File: src/rtl/cache_mem_arbiter_pkg.sv
// Purpose: shared types for the cache/memory arbiter, cacheline adaptor and cache control.
// Latency: n/a (types and constants only).
// Backpressure: n/a.
package arb_types;

    localparam int DEF_LINE_W    = 256;
    localparam int DEF_ADDR_W    = 32;
    localparam int LINE_OFFSET_W = $clog2(DEF_LINE_W / 8);

    // Wide enough for the largest allowed starvation limit (15).
    localparam int STARVE_CNT_W  = 4;

    typedef enum logic [1:0] {
        IDLE  = 2'd0,
        GNT_I = 2'd1,
        GNT_D = 2'd2,
        RESP  = 2'd3
    } arb_state_t;

    typedef enum logic [1:0] {
        NONE   = 2'b00,
        ICACHE = 2'b01,
        DCACHE = 2'b10
    } arb_grant_t;

    // Byte-offset width of a cache line for an arbitrary line width.
    function automatic int line_offset_w(input int line_w);
        return $clog2(line_w / 8);
    endfunction

endpackage

File: src/rtl/cache_mem_arbiter_arb_select.sv
// Purpose: picks the winning cache port from the live requests and the starvation count.
// Latency: purely combinational.
// Backpressure: none; the caller only consults the result while idle.
module arb_select
    import arb_types::*;
#(
    parameter int STARVE_LIMIT = 4
) (
    input  logic                    i_req_i,
    input  logic                    d_req_i,
    input  logic [STARVE_CNT_W-1:0] starve_cnt_i,
    output arb_grant_t              winner_o
);

    localparam logic [STARVE_CNT_W-1:0] LIMIT = STARVE_CNT_W'(STARVE_LIMIT);

    // dcache wins contention unless icache has already been passed over LIMIT times.
    always_comb begin
        winner_o = NONE;
        if (i_req_i && d_req_i) begin
            winner_o = (starve_cnt_i == LIMIT) ? ICACHE : DCACHE;
        end else if (d_req_i) begin
            winner_o = DCACHE;
        end else if (i_req_i) begin
            winner_o = ICACHE;
        end
    end

endmodule

File: src/rtl/cache_mem_arbiter.sv
// Purpose: shares one burst memory port between icache and dcache line misses, dcache first.
// Latency: request seen in cycle N -> mem strobe in N+1; resp one cycle after mem_resp.
// Backpressure: requests are held by the caches until their resp; mem side waits on mem_resp.
module cache_mem_arbiter
    import arb_types::*;
#(
    parameter int LINE_W       = 256,
    parameter int ADDR_W       = 32,
    parameter int STARVE_LIMIT = 4
) (
    input  logic              clk,
    input  logic              rst,

    input  logic              i_read,
    input  logic [ADDR_W-1:0] i_address,
    output logic [LINE_W-1:0] i_rdata,
    output logic              i_resp,

    input  logic              d_read,
    input  logic              d_write,
    input  logic [ADDR_W-1:0] d_address,
    input  logic [LINE_W-1:0] d_wdata,
    output logic [LINE_W-1:0] d_rdata,
    output logic              d_resp,

    output logic              mem_read,
    output logic              mem_write,
    output logic [ADDR_W-1:0] mem_address,
    output logic [LINE_W-1:0] mem_wdata,
    input  logic [LINE_W-1:0] mem_rdata,
    input  logic              mem_resp,

    output logic              busy,
    output logic [1:0]        grant
);

    localparam int OFF_W = line_offset_w(LINE_W);

    // Clears the byte-offset bits so the memory side always sees line-aligned addresses.
    localparam logic [ADDR_W-1:0] LINE_MASK = {{(ADDR_W - OFF_W){1'b1}}, {OFF_W{1'b0}}};

    localparam logic [STARVE_CNT_W-1:0] LIMIT = STARVE_CNT_W'(STARVE_LIMIT);

    arb_state_t              state_q;
    arb_grant_t              grant_q;
    logic                    busy_q;
    logic [STARVE_CNT_W-1:0] starve_q;
    logic [STARVE_CNT_W-1:0] starve_d;

    logic                    mem_read_q;
    logic                    mem_write_q;
    logic [ADDR_W-1:0]       mem_addr_q;
    logic [LINE_W-1:0]       mem_wdata_q;

    logic [LINE_W-1:0]       i_rdata_q;
    logic [LINE_W-1:0]       d_rdata_q;
    logic                    i_resp_q;
    logic                    d_resp_q;

    logic                    d_req;
    logic [ADDR_W-1:0]       i_line_addr;
    logic [ADDR_W-1:0]       d_line_addr;
    arb_grant_t              winner;

    // A simultaneous read+write from dcache is treated as a writeback (write wins).
    always_comb begin
        d_req       = d_read | d_write;
        i_line_addr = i_address & LINE_MASK;
        d_line_addr = d_address & LINE_MASK;
    end

    arb_select #(
        .STARVE_LIMIT (STARVE_LIMIT)
    ) u_select (
        .i_req_i      (i_read),
        .d_req_i      (d_req),
        .starve_cnt_i (starve_q),
        .winner_o     (winner)
    );

    // Starvation count: bumps when dcache wins over a waiting icache, clears on any icache grant.
    always_comb begin
        starve_d = starve_q;
        if (winner == ICACHE) begin
            starve_d = '0;
        end else if ((winner == DCACHE) && i_read && (starve_q < LIMIT)) begin
            starve_d = starve_q + STARVE_CNT_W'(1);
        end
    end

    // Arbiter FSM: grants in IDLE, holds the registered memory request, pulses resp, returns.
    always_ff @(posedge clk or negedge rst) begin
        if (!rst) begin
            state_q     <= IDLE;
            grant_q     <= NONE;
            busy_q      <= 1'b0;
            starve_q    <= '0;
            mem_read_q  <= 1'b0;
            mem_write_q <= 1'b0;
            mem_addr_q  <= '0;
            mem_wdata_q <= '0;
            i_rdata_q   <= '0;
            d_rdata_q   <= '0;
            i_resp_q    <= 1'b0;
            d_resp_q    <= 1'b0;
        end else begin
            i_resp_q <= 1'b0;
            d_resp_q <= 1'b0;
            case (state_q)
                IDLE: begin
                    starve_q <= starve_d;
                    case (winner)
                        ICACHE: begin
                            state_q     <= GNT_I;
                            grant_q     <= ICACHE;
                            busy_q      <= 1'b1;
                            mem_read_q  <= 1'b1;
                            mem_write_q <= 1'b0;
                            mem_addr_q  <= i_line_addr;
                            mem_wdata_q <= '0;
                        end
                        DCACHE: begin
                            state_q     <= GNT_D;
                            grant_q     <= DCACHE;
                            busy_q      <= 1'b1;
                            mem_read_q  <= ~d_write;
                            mem_write_q <= d_write;
                            mem_addr_q  <= d_line_addr;
                            mem_wdata_q <= d_wdata;
                        end
                        default: ;
                    endcase
                end
                GNT_I: begin
                    if (mem_resp) begin
                        i_rdata_q   <= mem_rdata;
                        i_resp_q    <= 1'b1;
                        mem_read_q  <= 1'b0;
                        mem_write_q <= 1'b0;
                        state_q     <= RESP;
                    end
                end
                GNT_D: begin
                    if (mem_resp) begin
                        d_rdata_q   <= mem_rdata;
                        d_resp_q    <= 1'b1;
                        mem_read_q  <= 1'b0;
                        mem_write_q <= 1'b0;
                        state_q     <= RESP;
                    end
                end
                RESP: begin
                    // Requester drops its request during this cycle; re-arbitrate from IDLE.
                    state_q <= IDLE;
                    grant_q <= NONE;
                    busy_q  <= 1'b0;
                end
                default: begin
                    state_q <= IDLE;
                end
            endcase
        end
    end

    assign i_rdata     = i_rdata_q;
    assign i_resp      = i_resp_q;
    assign d_rdata     = d_rdata_q;
    assign d_resp      = d_resp_q;
    assign mem_read    = mem_read_q;
    assign mem_write   = mem_write_q;
    assign mem_address = mem_addr_q;
    assign mem_wdata   = mem_wdata_q;
    assign busy        = busy_q;
    assign grant       = grant_q;

endmodule
File: config.mk
export PLATFORM = sky130hd
export DESIGN_NAME = cache_mem_arbiter
export DESIGN_NICKNAME = d
export VERILOG_FILES = /design/src/rtl/cache_mem_arbiter_pkg.sv /design/src/rtl/cache_mem_arbiter_arb_select.sv /design/src/rtl/cache_mem_arbiter.sv
export SDC_FILE = /design/constraint.sdc
export NUM_CORES = 1
export LEC_CHECK = 0
export ABC_CLOCK_PERIOD_IN_PS = 5900
export CAP_MARGIN = 30
export CORE_AREA = 2 2 545 547
export DETAILED_ROUTE_END_ITERATION = 6
export DIE_AREA = 0 0 547 549
export GPL_ROUTABILITY_DRIVEN = 0
export MAX_ROUTING_LAYER = met4
export PLACE_DENSITY_LB_ADDON = 0.25
export REMOVE_ABC_BUFFERS = 1
export SLEW_MARGIN = 20
export SYNTH_ARGS = -nofsm -noshare
export SYNTH_HDL_FRONTEND = slang
export SYNTH_HIERARCHICAL = 1
export SYNTH_SLANG_ARGS = --single-unit
File: constraint.sdc
create_clock -name clk -period 5.9 [get_ports clk]
set_input_delay 0.59 -clock clk [delete_from_list [all_inputs] [get_ports clk]]
set_output_delay 0.59 -clock clk [all_outputs]
set_load 0.005 [all_outputs]
Yosys cells after proc, flatten, opt, wreduce, memory -nomap -nowiden
Index checks and enable logic that the tools add are counted.
{"block": "totals", "register_bits": 813, "inputBits": 582}
{"block": "op_classes", "n_addsub": 1, "order_cmp": 1, "eq_ne": 9, "mux": 22, "bitwise_logic": 2, "reduce_logical": 18}
{"op": "case mux 256 bit (2 select lines)", "count": 1}
{"op": "case mux 32 bit (2 select lines)", "count": 1}
{"op": "AND reduction 2 bit", "count": 7}
{"op": "case mux 1 bit (2 select lines)", "count": 5}
{"op": "2-to-1 mux 2 bit", "count": 4}
{"op": "2-to-1 mux 4 bit", "count": 2}
{"op": "case mux 2 bit (2 select lines)", "count": 2}
{"op": "nonzero test 2 bit", "count": 4}
{"op": "equality test 2 bit (second input constant)", "count": 3}
{"op": "2-to-1 mux 1 bit", "count": 6}
{"op": "case mux 2 bit (3 select lines)", "count": 1}
{"op": "adder 4 x 1 -> 4 bit (second input constant)", "count": 1}
{"op": "equality test 2 x 1 -> 1 bit (second input constant)", "count": 2}
{"op": "equality test 4 x 3 -> 1 bit (second input constant)", "count": 1}
{"op": "< comparator 4 x 3 -> 1 bit (second input constant)", "count": 1}
{"op": "OR reduction 2 bit", "count": 2}
{"op": "logical AND 1 bit", "count": 3}
{"op": "inequality test 3 bit (second input constant)", "count": 1}
{"op": "AND reduction 3 bit", "count": 1}
{"op": "zero test 2 bit", "count": 1}
{"op": "inequality test 2 x 1 -> 1 bit (second input constant)", "count": 1}
{"op": "inequality test 2 bit (second input constant)", "count": 1}
{"op": "NOT 1 bit", "count": 1}
{"op": "bitwise OR 1 bit", "count": 1}

Logic depth before layout (Yosys ltp)
Gate-level depths: netlist (run 1).
{"block": "logic_depth", "depth_word": 8, "depth_mapped": 10, "ltp_nobuf": 7}

By module
Netlist (run 1), hierarchy kept.
{"mod": "cache_mem_arbiter", "instances": 1, "cells_each": 2389, "area_each_um2": 31963.2, "seq_area_each_um2": 20219.4}
{"mod": "arb_select", "instances": 1, "cells_each": 4, "area_each_um2": 26.3, "seq_area_each_um2": 0.0}

Least setup slack after synthesis (run 1)
No wires, ideal clock.
{"block": "synth_timing", "path_type": "register to register", "from": "register starve_q[1]", "to": "register mem_addr_q[10] (netlist: mem_address[10])", "setup_ns": 0.133, "t_arrival_ns": 2.233, "slack_ns": 3.533, "path_stages_with_launch": 11, "n_path_buf": 3, "synth_period_minus_slack_ns": 2.367, "path_cell_list": "dfrtp_1 or4b_1 a21oi_1 inv_1 ha_1 nand2b_1 buf_2 buf_2 buf_2 nand2_1 o21ai_0"}
{"block": "synth_via", "elab_chain_len": 6, "word_cells_on_any_way": 8, "classes_between": "eq/ne: 3; mux: 3; reduce/logical: 2"}
{"item": "start: declaration", "line": "cache_mem_arbiter.sv:47", "source": "logic [STARVE_CNT_W-1:0] starve_q;"}
{"item": "start signal: assignment", "line": "cache_mem_arbiter.sv:111", "source": "starve_q <= starve_d;"}
{"item": "equality test 4 x 3 -> 1 bit (*)", "line": "cache_mem_arbiter_arb_select.sv:21", "source": "winner_o = (starve_cnt_i == LIMIT) ? ICACHE : DCACHE;"}
{"item": "2-to-1 mux 2 bit (*)", "line": "cache_mem_arbiter_arb_select.sv:21"}
{"item": "2-to-1 mux 2 bit (*)", "line": "cache_mem_arbiter_arb_select.sv:20", "source": "if (i_req_i && d_req_i) begin"}
{"item": "named net winner[0]", "line": "cache_mem_arbiter.sv:63", "source": "arb_grant_t winner;"}
{"item": "equality test 2 x 1 -> 1 bit / equality test 2 bit (equally long branches)", "line": "cache_mem_arbiter.sv:112", "source": "case (winner)"}
{"item": "nonzero test 2 bit (no line)"}
{"item": "AND reduction 2 bit (no line)"}
{"item": "end signal: assignment", "line": "cache_mem_arbiter.sv:119", "source": "mem_addr_q <= i_line_addr;"}
{"item": "end signal: assignment", "line": "cache_mem_arbiter.sv:128", "source": "mem_addr_q <= d_line_addr;"}
{"item": "end: declaration", "line": "cache_mem_arbiter.sv:52", "source": "logic [ADDR_W-1:0] mem_addr_q;"}
The timed path passes the listed nets; every way through them passes the cells marked *. The select of a mux whose other input is x is not followed.
A chain may end at the register's enable or synchronous reset.

Worst setup path in the final report (run 1)
{"block": "layout_timing", "from": "register starve_q[0]", "to": "register mem_wdata_q[48] (netlist: mem_wdata[48])"}
{"block": "layout_via", "elab_chain_len": 6, "word_cells_on_any_way": 8, "classes_between": "eq/ne: 3; mux: 3; reduce/logical: 2"}
{"item": "equality test 4 x 3 -> 1 bit (*)", "line": "cache_mem_arbiter_arb_select.sv:21"}
{"item": "2-to-1 mux 2 bit (*)", "line": "cache_mem_arbiter_arb_select.sv:21"}
{"item": "2-to-1 mux 2 bit (*)", "line": "cache_mem_arbiter_arb_select.sv:20"}
{"item": "named net winner[0]", "line": "cache_mem_arbiter.sv:63"}
{"item": "equality test 2 x 1 -> 1 bit / equality test 2 bit (equally long branches)", "line": "cache_mem_arbiter.sv:112"}
{"item": "nonzero test 2 bit (no line)"}
{"item": "AND reduction 2 bit (no line)"}
{"item": "end signal: assignment", "line": "cache_mem_arbiter.sv:129", "source": "mem_wdata_q <= d_wdata;"}
{"item": "end: declaration", "line": "cache_mem_arbiter.sv:53", "source": "logic [LINE_W-1:0] mem_wdata_q;"}
The timed path passes the listed nets; every way through them passes the cells marked *.

==> qor.yml, run 1 <==
outcome:
  status: "complete, no violations"
floorplan:
  start_util: 0.108
  fp.dieW_um: 547
  dieArea_um2: 300000
  ios: 1389
  rows: 200
  die_h_um: 549
  core_area_um2: 295000
clock_tree:
  path_clk_slew_ns: 0.06
  clock_sinks: 808
  htreeDepth: 3
  cts_max_path_buffers: 4
  cts_tree: "done"
  cts_made_buffers: 109
  clkLatencyLatePin_ns: 0.81
  cts-resized-gates: 0
  clock_tree.root_cell: "clkbuf_16"
global_route:
  grt_pass1_wl_um: 227000
  grt_max_degree: 138
  grt_pass1_vias: 26260
  grt_usage: 0.110
  antenna_found_initial: 92
  grt_overflow: 0
timing:
  setup_viol: 0
  finalMaxSlewViolations: 0
  clock_skew_ns: 0.0449
  rsz0062_at_grt: "false"
  finalSetupTns_ns: 0
  finalCritPeriodShare: 0.564
  holdWs_ns: 0.323
  final_hold_viol_count: 0
  min_period_ns: 3.33
  tightest_slew_ns: 0.966
  setup_slack_ns: 2.57
  max_slew_margin: 0.356
  fmax_mhz: 300
synth:
  yosysSeqAreaShare: 0.632
  yosysWarnings: 6
  yosysUniqueCellTypes: 35
  netlist_area_um2: 32000
  synth_top_area_cell: "dfrtp_1"
  synth_top_area_share: 0.632
  netlist_instances: 2393
  ys_ff_latch: 808
  synth_enable_flop_cells: 0
  async_flop_share: 1.00
  syn_area_per_cell_um2: 13.4
  synth_area_leaders: "dfrtp_1 63%, mux2_4 11%, mux2_2 10%"
  synth_flop_cell: "dfrtp_1"
critical_path:
  rr_worst_depth: 9
  reg2reg_slack_ns: 2.57
  r2r-end: "mem_wdata[48]"
  reg2reg_from: "starve_q[0]"
  cp_data_arrival_time_ns: 4.08
  cp-start-kind: "flop"
  crit_required_ns: 6.65
  critPathKind: "reg -> reg"
  end_kind: "flop"
  cp_max_fo: 45
hold_path:
  min_path_cells: 3
  min-delay-start: "d_wdata[181]"
  min_to: "mem_wdata[181]"
  hold_path.class: "in -> reg"
run:
  drv_cap: 0
routing:
  wirelength_um: 167000
  vias_per_cell: 3.10
  wire_per_inst_um: 21.2
  dr.pass1.iters: 4
  route.detailed.drc: 0
  antenna_left: 0
  num_vias: 24338
  drt_iter0_markers: 892
final_layout:
  nNetsFinal: 4368
  final_cell_mix: "1,372 x clkdlybuf4s50_1, 808 x dfrtp_1, 547 x nand2_1, 285 x mux2_2, 257 x nand3_1"
  syn2layout_area_growth_pct: 69.0
  final_cells: 7855
  layout_commonest_cell: "clkdlybuf4s50_1"
  drive_gt1_frac: 0.191
place:
  place_hpwl_um: 132000
  io_buffers: 1373
  dp.cells: 7605
  dp_slack_ns: 2.20
power_and_ir_drop:
  peakVddDrop_uv: 267
  power.density_nw_per_um2: 555
  p_leak_nw: 22.7
==> kinds of logic after synthesis <==
family                     after synthesis  synth area share
AOI/OAI and AO/OA                       47           0.00845
buffers and inverters                  171            0.0330
muxes                                  541             0.216
DFF                                    808             0.632
adders and majority gates                8           0.00313
and+or+nand+nor                        817             0.107
other                                    1          0.000117
==> metrics by stage <==
step / utilization / power (mW) / area [um2]
2_1_floorplan: - / 15.5 / 31000
3_3_place_gp: 0.171 / 23.8 / 50300
3_5_place_dp: 0.171 / 23.9 / 50400
4_1_cts: 0.183 / 30.8 / 53900
5_1_grt: 0.183 / 31.9 / 54000
6_report: 0.183 / 30.0 / 54100
==> worst max-delay path, cell delays in order, from the launching register on <==
cell and delay (ns):
dfrtp_1 0.42, or4b_1 0.56, a21oi_1 0.23, inv_1 0.10, ha_4 0.29, nor2b_4 0.46, buf_12 0.25, buf_4 0.54
nand3_1 0.19, nand2_1 0.10
==> sequential cells by signal, summed over array words and instances, names as in the netlist <==
| register | flops |
|---|---|
| d_rdata | 256 |
| starve_q | 4 |
| d_resp | 1 |
| mem_wdata | 256 |
| grant | 2 |
| state_q | 2 |
| i_rdata | 256 |
| i_resp | 1 |
| mem_address | 27 |
| mem_write | 1 |
| busy | 1 |
| mem_read | 1 |
==> metal layers <==
layer	track usage	vias to the layer above	share of wire
met4	0.0189	0	0.020
met3	0.0441	208	0.094
met2	0.198	1067	0.52
met1	0.113	12121	0.36
met5	-	-	0
li1	-	10942	-
==> timing repair <==
action                                 4_1_cts  5_1_grt
hold buffers                                 1        0
endpoints found under the hold margin       58        0
buffers inserted                             0        0
==> final cells by class <==
cell class	count	area, um2
Timing Repair Buffer	1429	14400
Clock buffer	166	3210
Inverter	12	45.0
Multi-Input combinational cell	1418	10800
Fill cell	32198	241000
Sequential cell	808	20200
Antenna cell	59	148
Tap cell	3939	4930
Clock inverter	24	325
==> cells in the mapped netlist (2+ instances only) <==
master,n
mux2_4,229
o311ai_0,2
o21ai_0,30
a21oi_1,4
a22o_1,2
ha_1,8
nand3_1,257
inv_1,12
o21a_1,2
nand2b_1,2
dfrtp_1,808
clkbuf_1,9
buf_2,76
nor2_1,3
buf_1,15
mux2_2,285
nand2_1,548
mux2i_1,27
buf_6,26
buf_4,33
==> worst max path at each step <==
stage / slack (ns) / to / startpoint / depth (start not counted)
3_5_place_dp: 2.20 / mem_wdata[2] / d_write / 10
5_1_grt: 2.36 / mem_wdata[157] / starve_q[1] / 9
6_report: 2.57 / mem_wdata[48] / starve_q[0] / 9
3_3_place_gp: 1.82 / mem_wdata[170] / d_write / 9
2_1_floorplan: -4.84 / i_rdata[0] / state_q[1] / 4
4_1_cts: 2.54 / mem_wdata[2] / starve_q[0] / 9
==> power breakdown <==
part / leakage (nW) / internal, mW / total [mW] / switching, mW
clock network: 1.72 / 3.91 / 6.65 / 2.73
registers: 9.84 / 8.40 / 10.1 / 1.73
logic: 11.2 / 7.88 / 13.2 / 5.33
No activity file was read; power rests on OpenSTA's default activity.
==> run 2, diff against run 1 <==
--- a/config.mk
+++ b/config.mk
@@ -5,7 +5,7 @@
 export SDC_FILE = /design/constraint.sdc
 export NUM_CORES = 1
 export LEC_CHECK = 0
-export ABC_CLOCK_PERIOD_IN_PS = 5900
+export ABC_CLOCK_PERIOD_IN_PS = 3000
 export CAP_MARGIN = 30
 export CORE_AREA = 2 2 545 547
 export DETAILED_ROUTE_END_ITERATION = 6
==> constraint.sdc (replaced) <==
create_clock -name clk -period 3 [get_ports clk]
set_input_delay 0.3 -clock clk [delete_from_list [all_inputs] [get_ports clk]]
set_output_delay 0.3 -clock clk [all_outputs]
set_load 0.005 [all_outputs]
==> run 2 against run 1 <==
Register-to-register slack worse by 2.3 ns; via count up 2.9%; core utilization increased by 0.84 points; hold slack worse by 0.27 ns; sequential cell count unchanged; final cell count is 2.8% higher; global-route usage up 0.10 points; clock power up 100%; critical path type unchanged; critical endpoint is now mem_wdata[6]; largest cell class unchanged.
==> qor.yml, run 2 (same netlist as run 1, synthesis figures left out) <==
outcome:
  status: "complete, no violations"
timing:
  finalMaxSlewViolations: 0
  tightest_slew_ns: 0.667
  holdWs_ns: 0.0524
  final_hold_viol_count: 0
  fmax_mhz: 371
  setup_viol: 0
  finalCritPeriodShare: 0.899
  min_period_ns: 2.70
  clock_skew_ns: 0.0255
  rsz0062_at_grt: "false"
  finalSetupTns_ns: 0
  max_slew_margin: 0.556
global_route:
  grt_pass1_vias: 26981
  grt_overflow: 0
  grt_usage: 0.111
  grt_max_degree: 73
  grt_pass1_wl_um: 230000
  antenna_found_initial: 83
clock_tree:
  cts-resized-gates: 0
  cts_tree: "done"
  htreeDepth: 3
  clkLatencyLatePin_ns: 0.80
  clock_tree.root_cell: "clkbuf_16"
  cts_made_buffers: 111
  postCtsSetupBuffers: 0
  cts_max_path_buffers: 4
  path_clk_slew_ns: 0.06
  clock_sinks: 808
final_layout:
  drive_gt1_frac: 0.197
  layout_commonest_cell: "clkdlybuf4s50_1"
  design_area_um2: 56500
  fin_util: 0.192
  nNetsFinal: 4591
  syn2layout_area_growth_pct: 76.7
  fillerInstances: 32115
  final_cell_mix: "1,372 x clkdlybuf4s50_1, 808 x dfrtp_1, 547 x nand2_1, 285 x mux2_2, 257 x nand3_1"
routing:
  route.detailed.drc: 0
  wirelength_um: 168000
  vias_per_cell: 3.10
  drt_iter0_markers: 938
  antenna_left: 0
  wire_per_inst_um: 20.8
  dr.pass1.iters: 5
  num_vias: 25040
floorplan:
  core_area_um2: 295000
  die_h_um: 549
  rows: 200
  start_util: 0.108
  fp.dieW_um: 547
  ios: 1389
  dieArea_um2: 300000
critical_path:
  crit_required_ns: 3.75
  rr_worst_depth: 9
  cpMaxStageDelayCell: "or4b_1"
  cp-start-kind: "flop"
  reg2reg_from: "starve_q[0]"
  cp_data_arrival_time_ns: 3.44
  end_kind: "flop"
  crit_buf_inv: 3
  cpPeakStageDelay_ns: 0.55
  cp_max_fo: 18
  r2r-end: "mem_wdata[6]"
  critPathKind: "reg -> reg"
  path_cells: "or4b_1 > a21oi_1 > inv_1 > ha_4 > nor2b_4 > buf_12 > buf_4 > nand3_1 > nand2_1"
  reg2reg_slack_ns: 0.30
  cpLargestDelayFamily: "simple AND/OR/NAND/NOR gates"
power_and_ir_drop:
  swShare: 0.324
  power.density_nw_per_um2: 1060
  finalPower_mw: 60.1
  p_leak_nw: 23.8
  peakVddDrop_uv: 494
  p_clk_frac: 0.222
  power.switching_mw: 19.5
  power.internal_mw: 40.6
  power_frac_comb: 0.445
  sequentialPowerShare: 0.333
place:
  dpl_cell_area_um2: 51200
  io_buffers: 1373
  place_hpwl_um: 137000
hold_path:
  hold_path.class: "in -> async"
run:
  drv_cap: 0
run 2: changes by cell type in the layout (fill, tap and decap cells not counted), moves of 2 or more:
cell	delta
dlygate4sd3_1	+158
buf_12	+28
inv_6	-3
bufinv_16	+2
clkbuf_16	+2
clkinvlp_4	+3
diode_2	-8
clkinv_2	+2
buf_4	+35
run 2: layer usage:
layer / up-vias / share of wire / track usage
met5: - / 0 / -
met4: 0 / 0.020 / 0.0217
met3: 210 / 0.078 / 0.0364
met2: 1098 / 0.52 / 0.200
met1: 12320 / 0.38 / 0.119
li1: 11412 / - / -
run 2: worst reg2reg max path, cell delays in order (launching register included):
cell and delay (ns):
dfrtp_1 0.42, or4b_1 0.55, a21oi_1 0.22, inv_1 0.10, ha_4 0.29, nor2b_4 0.24, buf_12 0.21, buf_4 0.32
nand3_1 0.17, nand2_1 0.11
run 2: how the worst max path moves through the flow:
stage,startpoint,to,slack (ns),depth (start not counted)
2_1_floorplan,state_q[1],i_rdata[0],-7.74,4
3_3_place_gp,d_write,mem_wdata[6],0.18,10
3_5_place_dp,d_write,mem_wdata[6],0.21,10
4_1_cts,starve_q[0],mem_wdata[6],0.25,9
5_1_grt,starve_q[0],mem_wdata[122],0.16,9
6_report,starve_q[0],mem_wdata[6],0.30,9
run 2: power groups by stage:
stage / clock network, mW / registers, mW / logic (mW)
2_1_floorplan: 0 / 19.8 / 8.89
3_3_place_gp: 0 / 20.0 / 27.4
3_5_place_dp: 0 / 20.2 / 27.3
4_1_cts: 13.9 / 20.2 / 27.6
5_1_grt: 14.3 / 20.8 / 28.7
6_report: 13.3 / 20.0 / 26.8
run 2: cell type report:
| cell class | instances | area [um2] | share of cell area |
|---|---|---|---|
| diodes | 51 | 128 | 0.00226 |
| clock buffers | 168 | 3250 | 0.0575 |
| clock inverters | 27 | 369 | 0.00653 |
| inverters | 12 | 45.0 | 0.000797 |
| multi-input cells | 1418 | 10800 | 0.190 |
| flip-flops and latches | 808 | 20200 | 0.358 |
| well taps | 3939 | 4930 | 0.0872 |
| repair buffers | 1650 | 16800 | 0.297 |
run 2: what timing repair did:
| item | in CTS | in global routing |
|---|---|---|
| setup endpoints to repair | 0 | 0 |
| endpoints found under the hold margin | 501 | 0 |
| hold buffers | 159 | 0 |
run 2: stage by stage:
stage	worst slack (ns)	instances
after floorplan	-7.74	2238
after global placement	0.181	7668
after detailed placement	0.210	7668
after CTS	0.246	8022
after global routing	0.159	8071
final	0.304	8073
